[config.mk]
export PLATFORM = sky130hd
export DESIGN_NAME = fp_argmax_stream
export DESIGN_NICKNAME = d
export VERILOG_FILES = /design/src/rtl/fp_argmax_stream.sv
export SDC_FILE = /design/constraint.sdc
export NUM_CORES = 1
export LEC_CHECK = 0
export CAP_MARGIN = 20
export CORE_AREA = 10 10 100 102
export CTS_CLUSTER_DIAMETER = 80
export DETAILED_ROUTE_END_ITERATION = 16
export DIE_AREA = 0 0 110 112
export GPL_TIMING_DRIVEN = 0
export PLACE_DENSITY = 0.58
export SLEW_MARGIN = 20
export SYNTH_ARGS = -nofsm -noshare
export SYNTH_HDL_FRONTEND = slang
export SYNTH_SLANG_ARGS = --single-unit
[constraint.sdc]
create_clock -name clk_i -period 2.9 [get_ports clk_i]
set_input_delay 0.58 -clock clk_i [delete_from_list [all_inputs] [get_ports clk_i]]
set_output_delay 0.58 -clock clk_i [all_outputs]
set_load 0.05 [all_outputs]
[src/rtl/fp_argmax_stream.sv]
// Streaming floating-point argmax: one element per beat, reports index/value of the maximum
// and whether any NaN was seen. Define FP_ARGMAX_TOP2_EN to also track the runner-up.
module fp_argmax_stream #(
    parameter int unsigned N_CH  = 10,
    parameter int unsigned IDX_W = 4,
    parameter int unsigned EXP_W = 5,
    parameter int unsigned MAN_W = 10,
    localparam int unsigned FW   = 1 + EXP_W + MAN_W
) (
    input  logic             clk_i,
    input  logic             rst_ni,
    input  logic             start_i,
    input  logic             in_valid_i,
    output logic             in_ready_o,
    input  logic [FW-1:0]    in_data_i,
    output logic             busy_o,
    output logic             done_o,
    output logic [IDX_W-1:0] max_idx_o,
    output logic [FW-1:0]    max_val_o,
    output logic             nan_seen_o,
`ifdef FP_ARGMAX_TOP2_EN
    output logic [IDX_W-1:0] idx2_o,
    output logic [FW-1:0]    val2_o,
`endif
    output logic [IDX_W-1:0] count_o
);

    localparam logic [1:0] StIdle = 2'd0;
    localparam logic [1:0] StRun  = 2'd1;
    localparam logic [1:0] StDone = 2'd2;

    localparam logic [FW-1:0] SignBit = {1'b1, {(FW-1){1'b0}}};
    localparam logic [FW-1:0] QNaN    = {1'b0, {EXP_W{1'b1}}, 1'b1, {(MAN_W-1){1'b0}}};

    // Unsigned-comparable ordering key; -0 folds onto +0 so the two compare equal.
    function automatic logic [FW-1:0] key_of(input logic [FW-1:0] v);
        logic [FW-1:0] m;
        m = (v == SignBit) ? '0 : v;
        return m[FW-1] ? ~m : (m | SignBit);
    endfunction

    logic [1:0]       state_q, state_d;
    logic [IDX_W-1:0] count_q, count_d;
    logic [IDX_W-1:0] run_idx_q, run_idx_d;
    logic [FW-1:0]    run_val_q, run_val_d;
    logic             empty_q, empty_d;
    logic             nan_q, nan_d;
    logic             done_q, done_d;
    logic [IDX_W-1:0] max_idx_q, max_idx_d;
    logic [FW-1:0]    max_val_q, max_val_d;
    logic             nan_seen_q, nan_seen_d;
`ifdef FP_ARGMAX_TOP2_EN
    logic [IDX_W-1:0] run2_idx_q, run2_idx_d;
    logic [FW-1:0]    run2_val_q, run2_val_d;
    logic             empty2_q, empty2_d;
    logic [IDX_W-1:0] idx2_q, idx2_d;
    logic [FW-1:0]    val2_q, val2_d;
`endif

    logic          accept;
    logic          in_nan;
    logic [FW-1:0] in_key;
    logic          beats_max;

    assign accept    = (state_q == StRun) && in_valid_i;
    assign in_nan    = (&in_data_i[FW-2:MAN_W]) && (|in_data_i[MAN_W-1:0]);
    assign in_key    = key_of(in_data_i);
    assign beats_max = empty_q || (in_key > key_of(run_val_q));

    always_comb begin
        state_d    = state_q;
        count_d    = count_q;
        run_idx_d  = run_idx_q;
        run_val_d  = run_val_q;
        empty_d    = empty_q;
        nan_d      = nan_q;
        done_d     = 1'b0;
        max_idx_d  = max_idx_q;
        max_val_d  = max_val_q;
        nan_seen_d = nan_seen_q;
`ifdef FP_ARGMAX_TOP2_EN
        run2_idx_d = run2_idx_q;
        run2_val_d = run2_val_q;
        empty2_d   = empty2_q;
        idx2_d     = idx2_q;
        val2_d     = val2_q;
`endif
        case (state_q)
            StIdle: begin
                if (start_i) begin
                    state_d = StRun;
                    count_d = '0;
                    empty_d = 1'b1;
                    nan_d   = 1'b0;
`ifdef FP_ARGMAX_TOP2_EN
                    empty2_d = 1'b1;
`endif
                end
            end
            StRun: begin
                if (accept) begin
                    count_d = count_q + IDX_W'(1);
                    if (in_nan) begin
                        nan_d = 1'b1;
                    end else if (beats_max) begin
                        run_idx_d = count_q;
                        run_val_d = in_data_i;
                        empty_d   = 1'b0;
`ifdef FP_ARGMAX_TOP2_EN
                        // The displaced maximum is always at least as large as the old runner-up.
                        if (!empty_q) begin
                            run2_idx_d = run_idx_q;
                            run2_val_d = run_val_q;
                            empty2_d   = 1'b0;
                        end
                    end else if (empty2_q || (in_key > key_of(run2_val_q))) begin
                        run2_idx_d = count_q;
                        run2_val_d = in_data_i;
                        empty2_d   = 1'b0;
`endif
                    end
                    if (count_q == IDX_W'(N_CH - 1)) begin
                        state_d = StDone;
                    end
                end
            end
            StDone: begin
                state_d    = StIdle;
                done_d     = 1'b1;
                max_idx_d  = empty_q ? '0 : run_idx_q;
                max_val_d  = empty_q ? QNaN : run_val_q;
                nan_seen_d = nan_q;
`ifdef FP_ARGMAX_TOP2_EN
                idx2_d     = empty2_q ? '0 : run2_idx_q;
                val2_d     = empty2_q ? QNaN : run2_val_q;
`endif
            end
            default: state_d = StIdle;
        endcase
    end

    always_ff @(posedge clk_i or negedge rst_ni) begin
        if (!rst_ni) begin
            state_q    <= StIdle;
            count_q    <= '0;
            run_idx_q  <= '0;
            run_val_q  <= '0;
            empty_q    <= 1'b1;
            nan_q      <= 1'b0;
            done_q     <= 1'b0;
            max_idx_q  <= '0;
            max_val_q  <= '0;
            nan_seen_q <= 1'b0;
`ifdef FP_ARGMAX_TOP2_EN
            run2_idx_q <= '0;
            run2_val_q <= '0;
            empty2_q   <= 1'b1;
            idx2_q     <= '0;
            val2_q     <= '0;
`endif
        end else begin
            state_q    <= state_d;
            count_q    <= count_d;
            run_idx_q  <= run_idx_d;
            run_val_q  <= run_val_d;
            empty_q    <= empty_d;
            nan_q      <= nan_d;
            done_q     <= done_d;
            max_idx_q  <= max_idx_d;
            max_val_q  <= max_val_d;
            nan_seen_q <= nan_seen_d;
`ifdef FP_ARGMAX_TOP2_EN
            run2_idx_q <= run2_idx_d;
            run2_val_q <= run2_val_d;
            empty2_q   <= empty2_d;
            idx2_q     <= idx2_d;
            val2_q     <= val2_d;
`endif
        end
    end

    assign in_ready_o = (state_q == StRun);
    assign busy_o     = (state_q != StIdle);
    assign done_o     = done_q;
    assign max_idx_o  = max_idx_q;
    assign max_val_o  = max_val_q;
    assign nan_seen_o = nan_seen_q;
    assign count_o    = count_q;
`ifdef FP_ARGMAX_TOP2_EN
    assign idx2_o     = idx2_q;
    assign val2_o     = val2_q;
`endif

endmodule

# Yosys cells after proc, flatten, opt, wreduce, memory -nomap -nowiden
# Cells that the tools add are included.
# classes
bitwise	3
n_reduce_logical	13
add_sub_neg	1
n_lt_le_gt_ge	1
muxes	23
eq_ne	11
# ops
cell	count
2-to-1 mux 16 bit	5
== test 16 bit, second input constant	2
NOT 16 bit	2
greater-than comparator 16 bit	1
2-to-1 mux 4 bit	3
AND reduction 5 bit	2
OR reduction 10 bit	1
2-to-1 mux 1 bit	8
!= test 2 x 1 -> 1 bit, second input constant	4
case mux 4 bit (2 select lines)	1
AND reduction 4 bit	2
2-to-1 mux 2 bit	3
AND reduction 3 bit	2
adder 4 x 1 -> 4 bit, second input constant	1
== test 4 bit, second input constant	1
!= test 2 bit, second input constant	2
case mux 1 bit (2 select lines)	2
case mux 2 bit (2 select lines)	1
nonzero test 2 bit	2
== test 2 x 1 -> 1 bit, second input constant	1
== test 2 bit, second input constant	1
logical AND 1 bit	2
zero test 2 bit	1
logical OR 1 bit	1
NOT 1 bit	1
# word_totals
wordCells	62
in_bits	20
output_inout_bits	28
ff_bits	50

# Longest topological paths before layout
# depth
ltp_word	10
depth_mapped	14
mapped_depth_nobuf	12

# Least setup slack after synthesis
# OpenSTA, ideal clock, no wires.
# synth_timing
kind	in2reg
startpoint	input in_data_i[11]
endpoint	register run_idx_q[0]
stages	12
setup_ns	0.125
t_arrival_ns	3.514
setup_slack_ns	-0.739
t_required_ns	2.775
path_buffers	2
path_cell_list	or4_4 nor4_4 clkbuf_1 nor2_1 ha_1 a21o_1 a21o_1 a21oi_1 o221ai_1 o211ai_1 buf_6 mux2_4
# synth_between
elab_chain_cells	7
word_cells_on_any_way	10
classes_between	order compare: 1; eq/ne: 1; mux: 2; bitwise: 2; reduce/logical: 4
# synth_lines
element	line	source
from (decl)	15	input logic [FW-1:0] in_data_i,
== test 16 bit	38	m = (v == SignBit) ? '0 : v;
2-to-1 mux 16 bit	38	
NOT 16 bit	39	return m[FW-1] ? ~m : (m | SignBit);
2-to-1 mux 16 bit	39	
greater-than comparator 16 bit	68	assign beats_max = empty_q || (in_key > key_of(run_val_q));
logical OR 1 bit	68	
AND reduction 4 bit (no line) (*)	--	
to (signal assigned)	164	run_idx_q <= run_idx_d;
to (decl)	44	logic [IDX_W-1:0] run_idx_q, run_idx_d;
# Mark *: on every way between the ends. The rest lies on a longest branch, timed or not.
# A chain may end at the register's enable or synchronous reset.

# Worst setup path in the final report
# layout_timing
startpoint	input in_data_i[11]
endpoint	register run_val_q[1]
# layout_between
elab_chain_cells	7
word_cells_on_any_way	10
classes_between	order compare: 1; eq/ne: 1; mux: 2; bitwise: 2; reduce/logical: 4
# layout_lines
element	line	source
== test 16 bit	38	
2-to-1 mux 16 bit	38	
NOT 16 bit	39	
2-to-1 mux 16 bit	39	
greater-than comparator 16 bit	68	
logical OR 1 bit	68	
AND reduction 4 bit (no line) (*)	--	
to (signal assigned)	165	run_val_q <= run_val_d;
to (decl)	45	logic [FW-1:0] run_val_q, run_val_d;
# Marks and branches as above.

==> results.rst <==
.. list-table::
   :header-rows: 1

   * - Metric
     - Value
   * - Net switching power figure
     - 1950 uW
   * - Logic pwr share
     - 61.3%
   * - Ys flop type
     - dfrtp_1
   * - Number of nets in the synthesized netlist
     - 335
   * - Run status
     - complete, but fails checks
   * - Total clock buffers created by CTS
     - 5
   * - DPL Wire Length
     - 5400 um
   * - Cell type contributing the most total cell area after synthesis
     - dfrtp_1
   * - Final antenna-violating net count
     - 0
   * - CTS Sinks
     - 50
   * - Row Count
     - 33
   * - Boundary Pins
     - 48
   * - Global-route wire length before repair
     - 12600 um
   * - 1st-pass router iterations
     - 4
   * - Post-Route Skew
     - 10.1 ps
   * - Count of unique library cells instantiated by Yosys
     - 45
   * - Tot GR Track Use
     - 12.6%
   * - Sequential area share after synthesis
     - 42.1%
   * - Starting density of the core
     - 36.9%
   * - Number of vias per cell
     - 4.92
   * - Fraction of registers with async set or reset after synthesis
     - 100%
   * - Count of filler cells inserted in the layout
     - 771
   * - Post-Syn Area per Cell
     - 9.98 um2
   * - Hold WC Path Type
     - input pin to asynchronous set/reset pin
   * - Clk pwr share
     - 9.6%
   * - Failing checks
     - setup timing
   * - Number of nets in the layout
     - 402
   * - Required time of the critical path
     - 3090 ps
   * - Arrival time of the worst setup path
     - 3670 ps
   * - Worst hold slack after final layout
     - 285 ps
   * - Period utilization
     - 120%
   * - H-tree Lvls
     - 2
   * - Commonest cells after routing, fill and taps aside
     - 49 x dfrtp_1, 42 x nand2_1, 31 x clkdlybuf4s50_1
   * - Number of buffers between clock root and the deepest sink
     - 2
   * - Critical path fanouts, max
     - 5
   * - Final Slew Violations
     - 0
   * - Detailed-route DRC error count
     - 0
   * - DRC marker count from the first detailed-route iteration
     - 115
   * - Largest net degree at the start of global routing
     - 51
   * - Part of the total power dissipated in sequential elements
     - 29.1%
   * - Die Y-Extent
     - 112 um
   * - Yosys top cell area share
     - 41.2%
   * - Maxcap violations
     - 0
   * - Area of the placeable core
     - 8050 um2
   * - Crit path kind
     - input pin to register
   * - Total Power Consumption
     - 4410 uW
   * - IO buf count
     - 46
   * - Number of enable flip-flop cells after synthesis
     - 0
   * - Clock-pin slew on the worst setup and hold paths
     - 90 ps
   * - Slew @ Worst Pin
     - 791 ps
   * - Leading cell type in the layout, fill and taps excluded
     - dfrtp_1
   * - Crit path capture type
     - register
   * - Post-Synthesis Cells
     - 298
   * - Post-detailed-routing wire length
     - 7420 um
   * - Count of final hold-check violations
     - 0
   * - Crit path time final
     - 3480 ps
   * - Overall via count from detail_route
     - 2317
   * - Worst setup SP type
     - input pin
   * - Fraction of power spent switching nets
     - 44.1%
   * - CTS Root Buffer Type
     - clkbuf_8
   * - Synth area leaders
     - dfrtp_1 41%, mux2_4 10%, ha_1 7.2%, nand2_1 5.3%, xor2_1 4.7%
   * - Layout cell share with drive strength beyond 1
     - 23.2%
   * - Maximum frequency from static timing analysis
     - 287 MHz
   * - Summed area of non-filler cells in the final layout
     - 3920 um2
   * - RePlAce Congestion
     - 0.846
   * - Antenna violations before repair
     - 0
   * - Die area
     - 12300 um2
   * - Die width
     - 110 um
   * - Ratio of total power to cell area
     - 1130 nW/um2
   * - Number of global-route vias before repair
     - 2425
   * - Internal power consumption
     - 2470 uW
   * - Post-layout worst setup margin
     - -580 ps
   * - Overflow left after global routing
     - 0
   * - IR drop worst, VDD
     - 0.000383 V
   * - Flip-flop and latch count after synthesis
     - 50
   * - Placed inst area
     - 3580 um2
   * - Clock tree from TritonCTS
     - built
   * - Antenna diodes
     - 0
   * - Summed instance area of the synthesized netlist
     - 2970 um2
   * - Final setup violating endpoints
     - 20
   * - Worst slew margin relative to its limit
     - 47.3%
   * - Routed wire length per instance
     - 15.8 um
   * - Yosys Warn Count
     - 0
   * - Leak
     - 0.00181 uW
   * - Unrepaired setup endpoints after global routing
     - yes
   * - Insertion delay of the later-clocked pin in the worst-skew pair
     - 300 ps
   * - Layout overhead on the synthesized area
     - 31.9%
[power by group through the flow]
stage / sequential [uW] / clock [uW] / combinational [uW]
after floorplan: 1560 / 0 / 1450
after global placement: 1290 / 0 / 2330
after detailed placement: 1300 / 0 / 2360
after CTS: 1280 / 435 / 2570
after global routing: 1330 / 469 / 2960
final: 1290 / 422 / 2710
[synth_stat cells, types with 2 or more instances]
cell type,n
inv_1,3
nand3_1,2
buf_6,2
dfrtp_1,49
a21oi_1,5
nand2_1,42
clkbuf_1,9
xor2_1,16
nor3_1,3
o21a_1,2
a22o_1,2
nor2_1,25
a21o_1,5
xnor2_1,14
and3_1,3
nor4_1,7
nand2b_1,16
o21ai_0,3
buf_1,2
nand4_1,5
mux2_4,20
o21ai_1,24
ha_1,17
[flip-flops by register name, indices dropped and copies added, names as in the netlist]
| signal | flops |
|---|---|
| max_idx_o | 4 |
| state_q | 2 |
| nan_q | 1 |
| empty_q | 1 |
| nan_seen_o | 1 |
| run_idx_q | 4 |
| done_o | 1 |
| max_val_o | 16 |
| count_o | 4 |
| run_val_q | 16 |
[final timing paths]
check,cells past startpoint,slack [ps],startpoint,endpoint
setup / recovery,15,-580,in_data_i[11],run_val_q[1]$_DFFE_PN0P_
hold / removal,1,280,rst_ni,state_q[1]$_DFFE_PN0P_
setup reg to reg,14,-300,run_val_q[15]$_DFFE_PN0P_,run_val_q[1]$_DFFE_PN0P_
hold reg to reg,2,490,max_val_o[15]$_DFFE_PN0P_,max_val_o[15]$_DFFE_PN0P_
max in group asynchronous,1,2210,rst_ni,run_val_q[14]$_DFFE_PN0P_
min in group clk_i,2,490,max_val_o[15]$_DFFE_PN0P_,max_val_o[15]$_DFFE_PN0P_
[worst max-delay path, stage by stage]
cell and delay [ps]:
buf_8 100, or4_4 530, nor4_4 380, buf_4 180
nor2_1 40, ha_1 290, nor2b_4 130, o21a_1 180
o21a_1 180, o21ai_1 160, o31ai_1 100, o211ai_1 170
buf_4 200, buf_8 140, mux2_4 300
[cell type report]
class                           instances  area, um2  area share [%]
Sequential cell                        50       1250            31.9
Clock buffer                            5       68.8            1.75
Multi-Input combinational cell        229       1780            45.3
Inverter                                5       18.8           0.478
Buffer                                 13       73.8            1.88
Timing Repair Buffer                   61        577            14.7
Tap cell                              105        131            3.35
Clock inverter                          3       23.8           0.606
[through the flow]
step	utilization, %	cells	setup WS [ps]	TNS (ps)
final	48.7	471	-580	-11300
after global routing	48.7	471	-656	-12860
after detailed placement	44.5	449	-1660	-33010
after CTS	47.6	470	-702	-13340
after global placement	44.5	449	-1640	-45170
after floorplan	-	298	-644	-12880
[logic make-up after synthesis]
group                      Yosys count  share of synthesized area [%]
adders and majority gates           17                           7.15
AOI/OAI and AO/OA                   48                           9.47
xor gates and xnor gates            30                           8.84
muxes                               22                           10.8
buffers and inverters               19                           2.95
and+or+nand+nor                    112                           18.6
DFF                                 50                           42.1
[layer usage]
layer	up-vias	share of wire, %	GRT usage [%]
met1	1104	48	17.6
met5	-	0	0
met4	0	0.92	3.30
met3	4	5.1	2.13
met2	47	46	19.4
li1	1162	-	-
[timing repair]
| item | in CTS | in global routing |
|---|---|---|
| buffers inserted | 10 | 5 |
| pin swaps | 17 | 23 |
| gates cloned | 3 | 0 |
| hold buffers | 0 | 0 |
| resized for setup | 65 | 29 |
| endpoints found under the setup margin | 20 | 20 |
Note: power is estimated with default switching activity, not from simulation.
